## src/rtl/imm_gen_pipe.sv

```systemverilog
// Pipelined RISC-V immediate decoder with a 2-entry skid buffer.
// It decodes the immediate, registers it with a sideband tag and an
// illegal-select flag, and hands it on over a valid/ready handshake.
module imm_gen_pipe #(
    parameter int unsigned XLEN  = 64,
    parameter int unsigned TAG_W = 8
) (
    input  logic             clk_in,
    input  logic             rst_n_in,
    input  logic             flush_in,
    input  logic             in_valid_in,
    output logic             in_ready_out,
    input  logic [31:0]      instr_in,
    input  logic [2:0]       sel_in,
    input  logic [TAG_W-1:0] tag_in,
    output logic             out_valid_out,
    input  logic             out_ready_in,
    output logic [XLEN-1:0]  imm_out,
    output logic [TAG_W-1:0] tag_out,
    output logic             err_out
);

    if (!(XLEN == 32 || XLEN == 64)) begin : g_xlen_bad
        $fatal(1, "imm_gen_pipe: XLEN must be 32 or 64");
    end

    // Every format fits in 32 bits. Positive formats carry a zero bit 31,
    // so one sign extension covers the whole immediate.
    logic signed [31:0] dec32;
    logic               dec_err;
    logic [XLEN-1:0]    dec_imm;

    // Combinational decode of the incoming instruction.
    always_comb begin
        dec32   = '0;
        dec_err = 1'b0;
        case (sel_in)
            3'd0: dec32 = {{20{instr_in[31]}}, instr_in[31:20]};
            3'd1: dec32 = {{20{instr_in[31]}}, instr_in[31:25], instr_in[11:7]};
            3'd2: dec32 = {{19{instr_in[31]}}, instr_in[31], instr_in[7],
                           instr_in[30:25], instr_in[11:8], 1'b0};
            3'd3: dec32 = {instr_in[31:12], 12'h000};
            3'd4: dec32 = {{11{instr_in[31]}}, instr_in[31], instr_in[19:12],
                           instr_in[20], instr_in[30:21], 1'b0};
            3'd5: begin
                if (XLEN == 64) dec32 = {26'd0, instr_in[25:20]};
                else            dec32 = {27'd0, instr_in[24:20]};
            end
            3'd6: dec32 = {27'd0, instr_in[19:15]};
            default: dec_err = 1'b1;
        endcase
        dec_imm = XLEN'(dec32);
    end

    // Main entry drives the outputs; skid catches the beat accepted while main stalls.
    logic             main_vld_q, main_vld_d;
    logic [XLEN-1:0]  main_imm_q, main_imm_d;
    logic [TAG_W-1:0] main_tag_q, main_tag_d;
    logic             main_err_q, main_err_d;
    logic             skid_vld_q, skid_vld_d;
    logic [XLEN-1:0]  skid_imm_q, skid_imm_d;
    logic [TAG_W-1:0] skid_tag_q, skid_tag_d;
    logic             skid_err_q, skid_err_d;

    logic accept;
    logic xfer;

    // Ready comes straight from a flop, so it never sees out_ready_in.
    assign in_ready_out  = ~skid_vld_q;
    assign out_valid_out = main_vld_q;
    assign imm_out       = main_imm_q;
    assign tag_out       = main_tag_q;
    assign err_out       = main_err_q;

    assign accept = in_valid_in & in_ready_out;
    assign xfer   = main_vld_q & out_ready_in;

    // Next-state for both entries: refill main from skid first, then from the input.
    always_comb begin
        main_vld_d = main_vld_q;
        main_imm_d = main_imm_q;
        main_tag_d = main_tag_q;
        main_err_d = main_err_q;
        skid_vld_d = skid_vld_q;
        skid_imm_d = skid_imm_q;
        skid_tag_d = skid_tag_q;
        skid_err_d = skid_err_q;

        if (!main_vld_q || xfer) begin
            if (skid_vld_q) begin
                main_vld_d = 1'b1;
                main_imm_d = skid_imm_q;
                main_tag_d = skid_tag_q;
                main_err_d = skid_err_q;
                skid_vld_d = accept;
                if (accept) begin
                    skid_imm_d = dec_imm;
                    skid_tag_d = tag_in;
                    skid_err_d = dec_err;
                end
            end else begin
                main_vld_d = accept;
                if (accept) begin
                    main_imm_d = dec_imm;
                    main_tag_d = tag_in;
                    main_err_d = dec_err;
                end
            end
        end else if (accept) begin
            skid_vld_d = 1'b1;
            skid_imm_d = dec_imm;
            skid_tag_d = tag_in;
            skid_err_d = dec_err;
        end

        // Flush only drops valid bits; stale data is harmless once invalid.
        if (flush_in) begin
            main_vld_d = 1'b0;
            skid_vld_d = 1'b0;
        end
    end

    // State registers with synchronous active-low reset.
    always_ff @(posedge clk_in) begin
        if (!rst_n_in) begin
            main_vld_q <= 1'b0;
            main_imm_q <= '0;
            main_tag_q <= '0;
            main_err_q <= 1'b0;
            skid_vld_q <= 1'b0;
            skid_imm_q <= '0;
            skid_tag_q <= '0;
            skid_err_q <= 1'b0;
        end else begin
            main_vld_q <= main_vld_d;
            main_imm_q <= main_imm_d;
            main_tag_q <= main_tag_d;
            main_err_q <= main_err_d;
            skid_vld_q <= skid_vld_d;
            skid_imm_q <= skid_imm_d;
            skid_tag_q <= skid_tag_d;
            skid_err_q <= skid_err_d;
        end
    end

endmodule

```

## config.mk

```make
export PLATFORM = sky130hd
export DESIGN_NAME = imm_gen_pipe
export DESIGN_NICKNAME = d
export VERILOG_FILES = /design/src/rtl/imm_gen_pipe.sv
export SDC_FILE = /design/constraint.sdc
export NUM_CORES = 1
export LEC_CHECK = 0
export CAP_MARGIN = 20
export CELL_PAD_IN_SITES_DETAIL_PLACEMENT = 1
export CELL_PAD_IN_SITES_GLOBAL_PLACEMENT = 2
export CORE_ASPECT_RATIO = 1.75
export CORE_UTILIZATION = 24
export DETAILED_ROUTE_END_ITERATION = 6
export PLACE_DENSITY_LB_ADDON = 0.1
export SYNTH_ARGS = -nofsm -noshare
export SYNTH_HDL_FRONTEND = slang
export SYNTH_SLANG_ARGS = --single-unit
```

## constraint.sdc

```tcl
create_clock -name clk_in -period 1.4 [get_ports clk_in]
set_input_delay 0.14 -clock clk_in [delete_from_list [all_inputs] [get_ports clk_in]]
set_output_delay 0.14 -clock clk_in [all_outputs]
set_load 0.1 [all_outputs]
```

======== After elaboration in Yosys (flattened, before gate mapping) ========
Index checks and enable logic that the tools add are counted.
cells by class
  bitwise operators ....................... 4
  multiplexer cells ....................... 21
  reduce and logical (&&, ||, !) cells .... 8
  equal/unequal tests ..................... 7
operators by type and width
  cell                                                  number
  2-to-1 mux 64 bit                                     5
  case mux 32 bit (7 select lines)                      1
  2-to-1 mux 8 bit                                      5
  2-to-1 mux 1 bit                                      10
  equality test 3 bit (second input constant)           3
  OR reduction 7 bit                                    1
  equality test 3 x 2 -> 1 bit (second input constant)  2
  nonzero test 2 bit                                    2
  equality test 3 x 1 -> 1 bit (second input constant)  1
  zero test 3 bit                                       1
  bitwise AND 1 bit                                     2
  != test 2 bit (second input constant)                 1
  inverter 1 bit                                        2
  AND reduction 2 bit                                   1
  OR reduction 2 bit                                    1
  zero test 1 bit                                       1
  logical OR 1 bit                                      1
storage, ports and cells
  bits in registers ....................... 148
  output and inout port bits .............. 75
  word-level logic and storage cells ...... 48
  bits of input ports ..................... 48

======== Logic depth before layout (Yosys ltp) ========
Gate-level depths: netlist (run 1).
  word-level depth ........................ 6
  mapped depth ............................ 6
  depth with buffers taken out ............ 4

======== Least setup slack after synthesis (run 1) ========
Ideal clock, no wire load.
  kind .................................... register -> output
  start ................................... register imm_out[62] (netlist name)
  end ..................................... output port imm_out[32]
  path slack .............................. -0.666 ns
  cell stages (with the launch flop) ...... 2
  path buffers ............................ 1
  arrival time ............................ 1.926 ns
  required time ........................... 1.260 ns
  cells stage by stage .................... dfxtp_1 buf_4
RTL lines
  element           line  RTL
  end: declaration  18    output logic [XLEN-1:0] imm_out,

======== Worst setup path in the final report (run 1) ========
  start ................................... register skid_vld_q
  end ..................................... register main_imm_q[18], in the netlist imm_out[18]
between the ends
  longest elaborated chain between the ends .. 4
  elaborated cells on any way between the ends .. 5
  those cells by class .................... mux: 1; bitwise: 2; reduce/logical: 2
ends and longest elaborated chain
  element                               line  RTL
  start: declaration                    60    logic skid_vld_q, skid_vld_d;
  start signal: assignment              139   skid_vld_q <= skid_vld_d;
  inverter 1 bit                        69    assign in_ready_out = ~skid_vld_q;
  bitwise AND 1 bit                     75    assign accept = in_valid_in & in_ready_out;
  nonzero test 2 bit (no source line)   n/a
  AND reduction 2 bit (no source line)  n/a
  end signal: assignment                136   main_imm_q <= main_imm_d;
  end: declaration                      57    logic [XLEN-1:0] main_imm_q, main_imm_d;
Parallel ways exist; a longest one is shown, timed or not.
A chain may end at the register's enable or synchronous reset.

==> results of run 1 <==
power by group through the flow:
stage	Combinational, mW	Clock, mW	Sequential, mW
floorplan	1.02	0	3.17
global placement	2.53	0	2.64
detailed placement	2.55	0	2.64
CTS	2.58	2.49	2.59
global route	2.73	2.57	2.60
finish	2.62	2.41	2.59
path summary, 6_finish.rpt:
kind                  from            end  slack, ns
max             skid_vld_q    imm_out[18]       0.04
min               rst_n_in     imm_out[9]       0.34
max reg2reg     skid_vld_q    imm_out[18]       0.04
min reg2reg  skid_tag_q[0]  skid_tag_q[0]       0.46
layer usage:
layer / wire length (µm) / up-vias
met4: 347 / 0
li1: - / 2034
met5: 0 / -
met2: 8770 / 101
met3: 456 / 20
met1: 6060 / 2030
cells in the final DEF, fill, tap and decap left out, types with 3 or more instances in the layout:
cell type | Yosys | routed
nor2_1 | 27 | 26
dfxtp_1 | 84 | 81
buf_4 | 34 | 53
nand3b_1 | 11 | 11
a221oi_2 | 0 | 3
o21ai_1 | 16 | 18
a211oi_1 | 23 | 23
nand2_1 | 30 | 29
o211ai_1 | 11 | 11
o221ai_1 | 4 | 4
clkbuf_16 | 0 | 12
o22a_1 | 8 | 8
nand3_1 | 28 | 27
buf_12 | 0 | 85
clkdlybuf4s50_1 | 0 | 37
a21oi_1 | 69 | 69
o21ai_0 | 51 | 49
mux2i_1 | 13 | 13
buf_6 | 5 | 4
a32oi_1 | 8 | 8
a31oi_1 | 6 | 6
nor2b_1 | 11 | 8
critical path, stage by stage, from the launching register on:
cell and delay, ns:
dfxtp_2 0.39, buf_4 0.18, o21ai_4 0.09, buf_12 0.16
buf_4 0.14, a32oi_1 0.19, o21ai_1 0.09
what timing repair did:
action | 4_1_cts | 5_1_grt
gates resized for setup | 13 | 15
endpoints found under the setup margin | 57 | 38
setup buffers | 2 | 9
pin swaps | 1 | 3
gates cloned | 1 | 4
hold buffers | 0 | 0
cell type report:
| class | count | share of cell area, % |
|---|---|---|
| sequential | 84 | 24.1 |
| clock buffer | 11 | 3.47 |
| timing repair buffer | 188 | 38.2 |
| multi-input combinational | 337 | 29.3 |
| inverter | 3 | 0.161 |
| tap | 227 | 4.06 |
| clock inverter | 4 | 0.697 |
cell families (layout without fill, tap and decap cells):
logic type                 count (synthesis)  after routing
AOI/OAI and AO/OA                        205            205
and+or+nand+nor                          118            118
DFF                                       84             84
buffers and inverters                     82            206
muxes                                     13             13
adders and majority gates                  1              1
registers in the layout, summed over array words and instances (netlist names):
name / flops
imm_out: 32
skid_imm_q: 32
skid_tag_q: 8
tag_out: 8
err_out: 1
out_valid_out: 1
skid_err_q: 1
skid_vld_q: 1
==> results.toml, run 1 <==
[pwr]
p_leak_nw = 2.60
irDropWorstVdd_uv = 482
power_density_nw_per_um2 = 1090
swShare_pct = 35.8
clkPwrFrac_pct = 31.6
internal_power_mw = 4.89
switchingPower_mw = 2.73
p_total_mw = 7.62
p_comb_share_pct = 34.4
pwr-share-seq_pct = 34.0

[route]
vias = 4185
drtIter0Drc = 121
drtAntennaViolNets = 0
post_drt_wl_per_cell_um = 18.3
via_per_inst = 4.90
drc = 0
firstDrtPassIters = 4
wl_um = 15600

[place]
placedCellCount = 823
pre_cts_ws_ns = -0.444
hpwl_um = 10900
port_buffers = 115
placed_cell_area_um2 = 6400
place_congestion = 0.811

[floorplan]
io_pins = 123
initial_core_util_pct = 24.5
row_count = 63
die_h_um = 176
core_um2 = 16900
fp.dieW_um = 101
dieArea_um2 = 17800

[synth]
synth_edf_count = 0
syn_inst = 503
syn_nets = 551
seq_area_frac_synth_pct = 40.7
synth_compound_area_share_pct = 29.7
avgSynthCellArea_um2 = 8.22
synth-seq-cells = 84
synth_simple_gate_area_share_pct = 14.2
synth.most_common_cell = "dfxtp_1"
yosysTopAreaCellShare_pct = 40.7
yosysWarnings = 0
netlist_top_cells_count = "dfxtp_1, a21oi_1, o21ai_0, buf_4, nand2_1"
syn_area_um2 = 4130
ys_async_sr_fraction_pct = 0
synth_largest_area_cell = "dfxtp_1"
synth_adder_area_share_pct = 0.272
synthMuxAreaShare_pct = 3.15
synthFlopType = "dfxtp_1"
synth_top_family_by_area = "compound AO/OA/AOI/OAI gates"
synthXorXnorAreaFrac_pct = 0
synth.area.top_cells = "dfxtp_1, a21oi_1, o21ai_0"
synth_cell_types = 37

[finish]
design_area_um2 = 7000
regArea_um2 = 1690
final_core_util_pct = 41.5
drive_gt1_share_pct = 29.7
multi_input_area_um2 = 2050
stdcell_count = 854
num-nets-final = 671
diodes = 0
fill_cells = 1919
areaGrowthSynthToFinish_pct = 69.5

[global_routing]
grt_pass1_wl_um = 23800
grt_max_degree = 72
busiest_layer = "met2"
grt_overflow = 0
grt_use_met1_pct = 19.1
grt_use_met3_pct = 2.27
antenna_found_initial = 0
grt_use_met2_pct = 33.3
first_global_vias = 4332
grt_usage_pct = 17.6

[timing]
rsz0062_at_grt = "true"
whs_ns = 0.339
finalSetupViolations = 0
hold_violations = 0
skew_ns = 0.00546
slew_headroom_pct = 73.3
setup_ws_ns = 0.0391
fmax_ghz = 0.735
period_needed_ns = 1.36
worst_slew_pin_slew_ns = 0.398
finalCritPeriodShare_pct = 97.2
slew_viol_final = 0
finalSetupTns_ns = 0

[setup_path]
setup.worst_path.end_class = "flop"
crit_fanout = 9
path_class = "flop to flop"
cp_data_arrival_time_ns = 1.59
crit_required_ns = 1.62
ff2ff_path_depth = 6
startpoint_type = "flop"

[clock_tree]
cts.clk_slew.worst_paths_ns = 0.06
numCtsBuffers = 9
root_buffer = "clkbuf_16"
clockBufferDepth = 2
htree_levels = 3
clk_latency_ns = 0.34
cts_tree = "yes"
clock-sinks = 84

[min_path]
hold_depth = 4
hold_path.class = "input pin to flop"

[run]
max_cap_viol_count = 0

[run_status]
status = "complete, no violations"
No activity file was read; power rests on OpenSTA's default activity.
==> inputs of run 2 (changes only) <==
SETUP_SLACK_MARGIN = 0.1   (was default)
==> run 2 against run 1 <==
Net effect: the flow now finishes with violations (setup timing); maximum frequency down 4.3%; critical endpoint is now skid_tag_q[2]; via count up 2.6%; non-clock buffer count up 10; largest power group unchanged; sequential power about the same; highest routed layer unchanged; first-iteration DRC count down 1.7%; clock-buffer cell count unchanged; sequential share of layout area down 2.4 points; power up 3.6%; worst setup slack worse by 0.061 ns; wire length up 6.1%; largest cell class unchanged; cell count up 1.3%.
==> results.toml, run 2 (synthesized netlist as in run 1, its figures left out) <==
[finish]
design_area_um2 = 7860
drive_gt1_share_pct = 42.8
fill_cells = 1828
final_common_cell = "dfxtp_1"
final_core_util_pct = 46.6
areaGrowthSynthToFinish_pct = 90.1
num-nets-final = 682
diodes = 0
final_cell_mix = "dfxtp_1, buf_12, a21oi_1"

[timing]
whs_ns = 0.357
period_needed_ns = 1.42
finalSetupViolations = 18
fmax_ghz = 0.703
rsz0062_at_grt = "true"
slew_viol_final = 0
setup_ws_ns = -0.0219
finalCritPeriodShare_pct = 102
worst_slew_pin_slew_ns = 0.383
hold_violations = 0
skew_ns = 0.00720
slew_headroom_pct = 74.4

[setup_path]
setup.worst_path.end_class = "flop"
crit_required_ns = 1.68
cp_data_arrival_time_ns = 1.70
crit_fanout = 7
startpoint_type = "flop"
path_class = "flop to flop"

[floorplan]
core_um2 = 16900
die_h_um = 176
initial_core_util_pct = 24.5
dieArea_um2 = 17800
io_pins = 123
row_count = 63
fp.dieW_um = 101

[run]
max_cap_viol_count = 0

[clock_tree]
numCtsBuffers = 9
root_buffer = "clkbuf_16"
clk_latency_ns = 0.34
cts_hold_buf = 0
htree_levels = 3
cts_tree = "yes"
clock-sinks = 84
cts.clk_slew.worst_paths_ns = 0.07
clockBufferDepth = 2

[pwr]
irDropWorstVdd_uv = 505
p_total_mw = 7.89
p_leak_nw = 2.89
power_density_nw_per_um2 = 1000

[route]
firstDrtPassIters = 4
drtIter0Drc = 119
vias = 4293
drc = 0
post_drt_wl_per_cell_um = 19.2
drtAntennaViolNets = 0
via_per_inst = 4.96
wl_um = 16600

[run_status]
failed_checks = "setup timing"
status = "finished with violations"

[place]
port_buffers = 115
place_congestion = 0.790
hpwl_um = 10900
placed_cell_area_um2 = 6400

[global_routing]
first_global_vias = 4423
grt_pass1_wl_um = 25200
grt_max_degree = 73
grt_usage_pct = 18.8
grt_overflow = 0
antenna_found_initial = 0

[min_path]
hold_path.class = "input pin to flop"
==> run 2: final timing paths <==
path	from	to	slack, ns	cells past startpoint
worst min-delay path	rst_n_in	skid_imm_q[21]	0.36	4
worst min register to register	skid_tag_q[3]	skid_tag_q[3]	0.45	2
worst max register to register	skid_vld_q	skid_tag_q[2]	-0.02	8
worst max-delay path	skid_vld_q	skid_tag_q[2]	-0.02	8
==> run 2: where the power goes <==
group / internal (mW) / switching, mW / total (mW)
clock network: 1.42 / 0.993 / 2.41
logic: 1.15 / 1.73 / 2.87
registers: 2.49 / 0.113 / 2.61
total: 5.06 / 2.83 / 7.89
==> run 2: final cells by class <==
type / count / area (µm²) / area share, %
well taps: 227 / 284 / 3.62
repair buffers: 198 / 3180 / 40.4
clock buffers: 11 / 243 / 3.09
inverters: 3 / 23.8 / 0.303
flip-flops and latches: 84 / 1710 / 21.8
clock inverters: 4 / 48.8 / 0.621
multi-input cells: 338 / 2370 / 30.2
==> run 2: through the flow <==
step | setup TNS, ns | std cells | setup WS (ns)
global route | -2.19 | 865 | -0.0731
finish | -0.137 | 865 | -0.0219
global placement | -21.29 | 822 | -0.428
CTS | -0.0463 | 856 | -0.00674
floorplan | 0 | 503 | 0.0379
detailed placement | -24.56 | 822 | -0.491
==> run 2: timing repair <==
item,CTS,global route
endpoints found under the setup margin,114,114
pin swaps,23,16
resized for setup,134,49
endpoints found under the hold margin,0,0
cloned,8,3
buffers inserted,12,6
==> run 2: metal layers <==
| metal | share of wire (%) | vias to the layer above | track usage (%) | wire length (µm) |
|---|---|---|---|---|
| li1 | - | 2070 | - | - |
| met1 | 39 | 2119 | 20.8 | 6410 |
| met2 | 57 | 96 | 36.1 | 9530 |
| met3 | 3.0 | 8 | 3.02 | 492 |
| met4 | 0.93 | 0 | 4.71 | 154 |
| met5 | 0 | - | 0 | 0 |
==> run 2: critical path: stages, from the launching register on <==
cell and delay, ns:
dfxtp_4 0.38, buf_6 0.13, nand2b_4 0.14, nor2_4 0.11, buf_12 0.15, buf_12 0.13
clkbuf_16 0.15, nand2_4 0.04, a21oi_2 0.11
==> inputs of run 3 (changes only) <==
ABC_CLOCK_PERIOD_IN_PS = 1400   (was default)
CORE_MARGIN = 2   (was default)
==> run 3 against run 2 <==
Net effect: the run still ends with setup timing left; hold slack worse by 0.017 ns; cell count down 0.92%; non-clock buffer count down 6; core utilization down 1.7 points; sequential cell count unchanged; design area down 3.6%; maximum frequency up 0.93%; combinational power down 1%; critical path type unchanged; critical endpoint is now skid_imm_q[20]; largest power group unchanged.
==> results.toml, run 3 (synthesized netlist as in run 1, its figures left out) <==
[run_status]
status = "finished with violations"
failed_checks = "setup timing"

[place]
place_congestion = 0.745
hpwl_um = 10700
port_buffers = 115

[finish]
areaGrowthSynthToFinish_pct = 83.2
final_common_cell = "dfxtp_1"
num-nets-final = 675
final_cell_mix = "dfxtp_1, buf_12, a21oi_1"
diodes = 0
final_core_util_pct = 44.9
drive_gt1_share_pct = 37.9

[timing]
skew_ns = 0.00490
finalCritPeriodShare_pct = 101
slew_headroom_pct = 66.0
hold_violations = 0
rsz0062_at_grt = "true"
period_needed_ns = 1.41
finalSetupViolations = 1
setup_ws_ns = -0.00870
whs_ns = 0.339
worst_slew_pin_slew_ns = 0.508
fmax_ghz = 0.710
slew_viol_final = 0
finalSetupTns_ns = -0.00870

[global_routing]
grt_overflow = 0
grt_usage_pct = 17.9
grt_pass1_wl_um = 25000
first_global_vias = 4474
grt_max_degree = 72
antenna_found_initial = 0

[setup_path]
path_class = "flop to flop"
ff2ff_path_depth = 8
crit_fanout = 5
startpoint_type = "flop"
setup.worst_path.end_class = "flop"
crit_required_ns = 1.67
cp_data_arrival_time_ns = 1.68

[route]
post_drt_wl_per_cell_um = 18.5
drtIter0Drc = 98
via_per_inst = 5.01
drtAntennaViolNets = 0
wl_um = 15900
vias = 4292
drc = 0
firstDrtPassIters = 4

[clock_tree]
clock-sinks = 84
numCtsBuffers = 9
cts.clk_slew.worst_paths_ns = 0.06
htree_levels = 3
root_buffer = "clkbuf_16"
cts_tree = "yes"
clockBufferDepth = 2
clk_latency_ns = 0.33

[floorplan]
io_pins = 123
die_h_um = 178
fp.dieW_um = 103
core_um2 = 16900
row_count = 63
initial_core_util_pct = 24.5
dieArea_um2 = 18300

[min_path]
hold_path.class = "input pin to flop"
hold_depth = 4

[run]
max_cap_viol_count = 0

[pwr]
p_total_mw = 7.62
p_leak_nw = 2.77
power_density_nw_per_um2 = 1010
irDropWorstVdd_uv = 549
[run 3: final cells by class]
type	instances	area [µm²]
clock buffers	11	243
repair buffers	192	3080
flip-flops and latches	84	1710
clock inverters	3	15.0
well taps	227	284
inverters	3	11.3
fillers	1876	9300
multi-input cells	337	2230
[run 3: path summary, 6_finish.rpt]
check / start / to / slack [ns]
max: skid_vld_q / skid_imm_q[20] / -0.009
min reg2reg: skid_tag_q[3] / skid_tag_q[3] / 0.46
max reg2reg: skid_vld_q / skid_imm_q[20] / -0.009
min: rst_n_in / skid_imm_q[20] / 0.34
[run 3: repair_timing]
| action | 4_1_cts | 5_1_grt |
|---|---|---|
| setup endpoints to repair | 110 | 116 |
| hold buffers | 0 | 0 |
| setup buffers | 14 | 2 |
| resized for setup | 86 | 44 |
| pin swaps | 10 | 13 |
| endpoints found under the hold margin | 0 | 0 |
| cloned | 7 | 0 |
[run 3: routing by layer]
layer | vias to the layer above | track usage (%) | wire length, µm
met5 | - | 0 | 0
met4 | 0 | 5.92 | 385
met3 | 20 | 2.84 | 554
met2 | 125 | 33.7 | 8890
met1 | 2092 | 19.8 | 6040
li1 | 2055 | - | -
[run 3: metrics by stage]
stage / std cells / setup WS [ns] / area, µm²
after global routing: 857 / -0.0400 / 7570
after floorplan: 503 / 0.0379 / 4230
final: 857 / -0.00870 / 7570
after detailed placement: 821 / -0.480 / 6410
after CTS: 855 / -0.00949 / 7340
after global placement: 821 / -0.460 / 6410
[run 3: worst max-delay path, stage by stage (launching register included)]
cell	delay [ns]
dfxtp_4	0.37
buf_6	0.12
nand2b_4	0.14
nor2_4	0.13
buf_12	0.15
buf_12	0.14
buf_16	0.12
o21ai_2	0.05
a21oi_1	0.11
[run 3: report_power, final]
part / internal, mW / switching (mW) / total, mW
combinational: 1.13 / 1.70 / 2.83
sequential: 2.49 / 0.106 / 2.60
clock: 1.22 / 0.971 / 2.20
total: 4.84 / 2.78 / 7.62
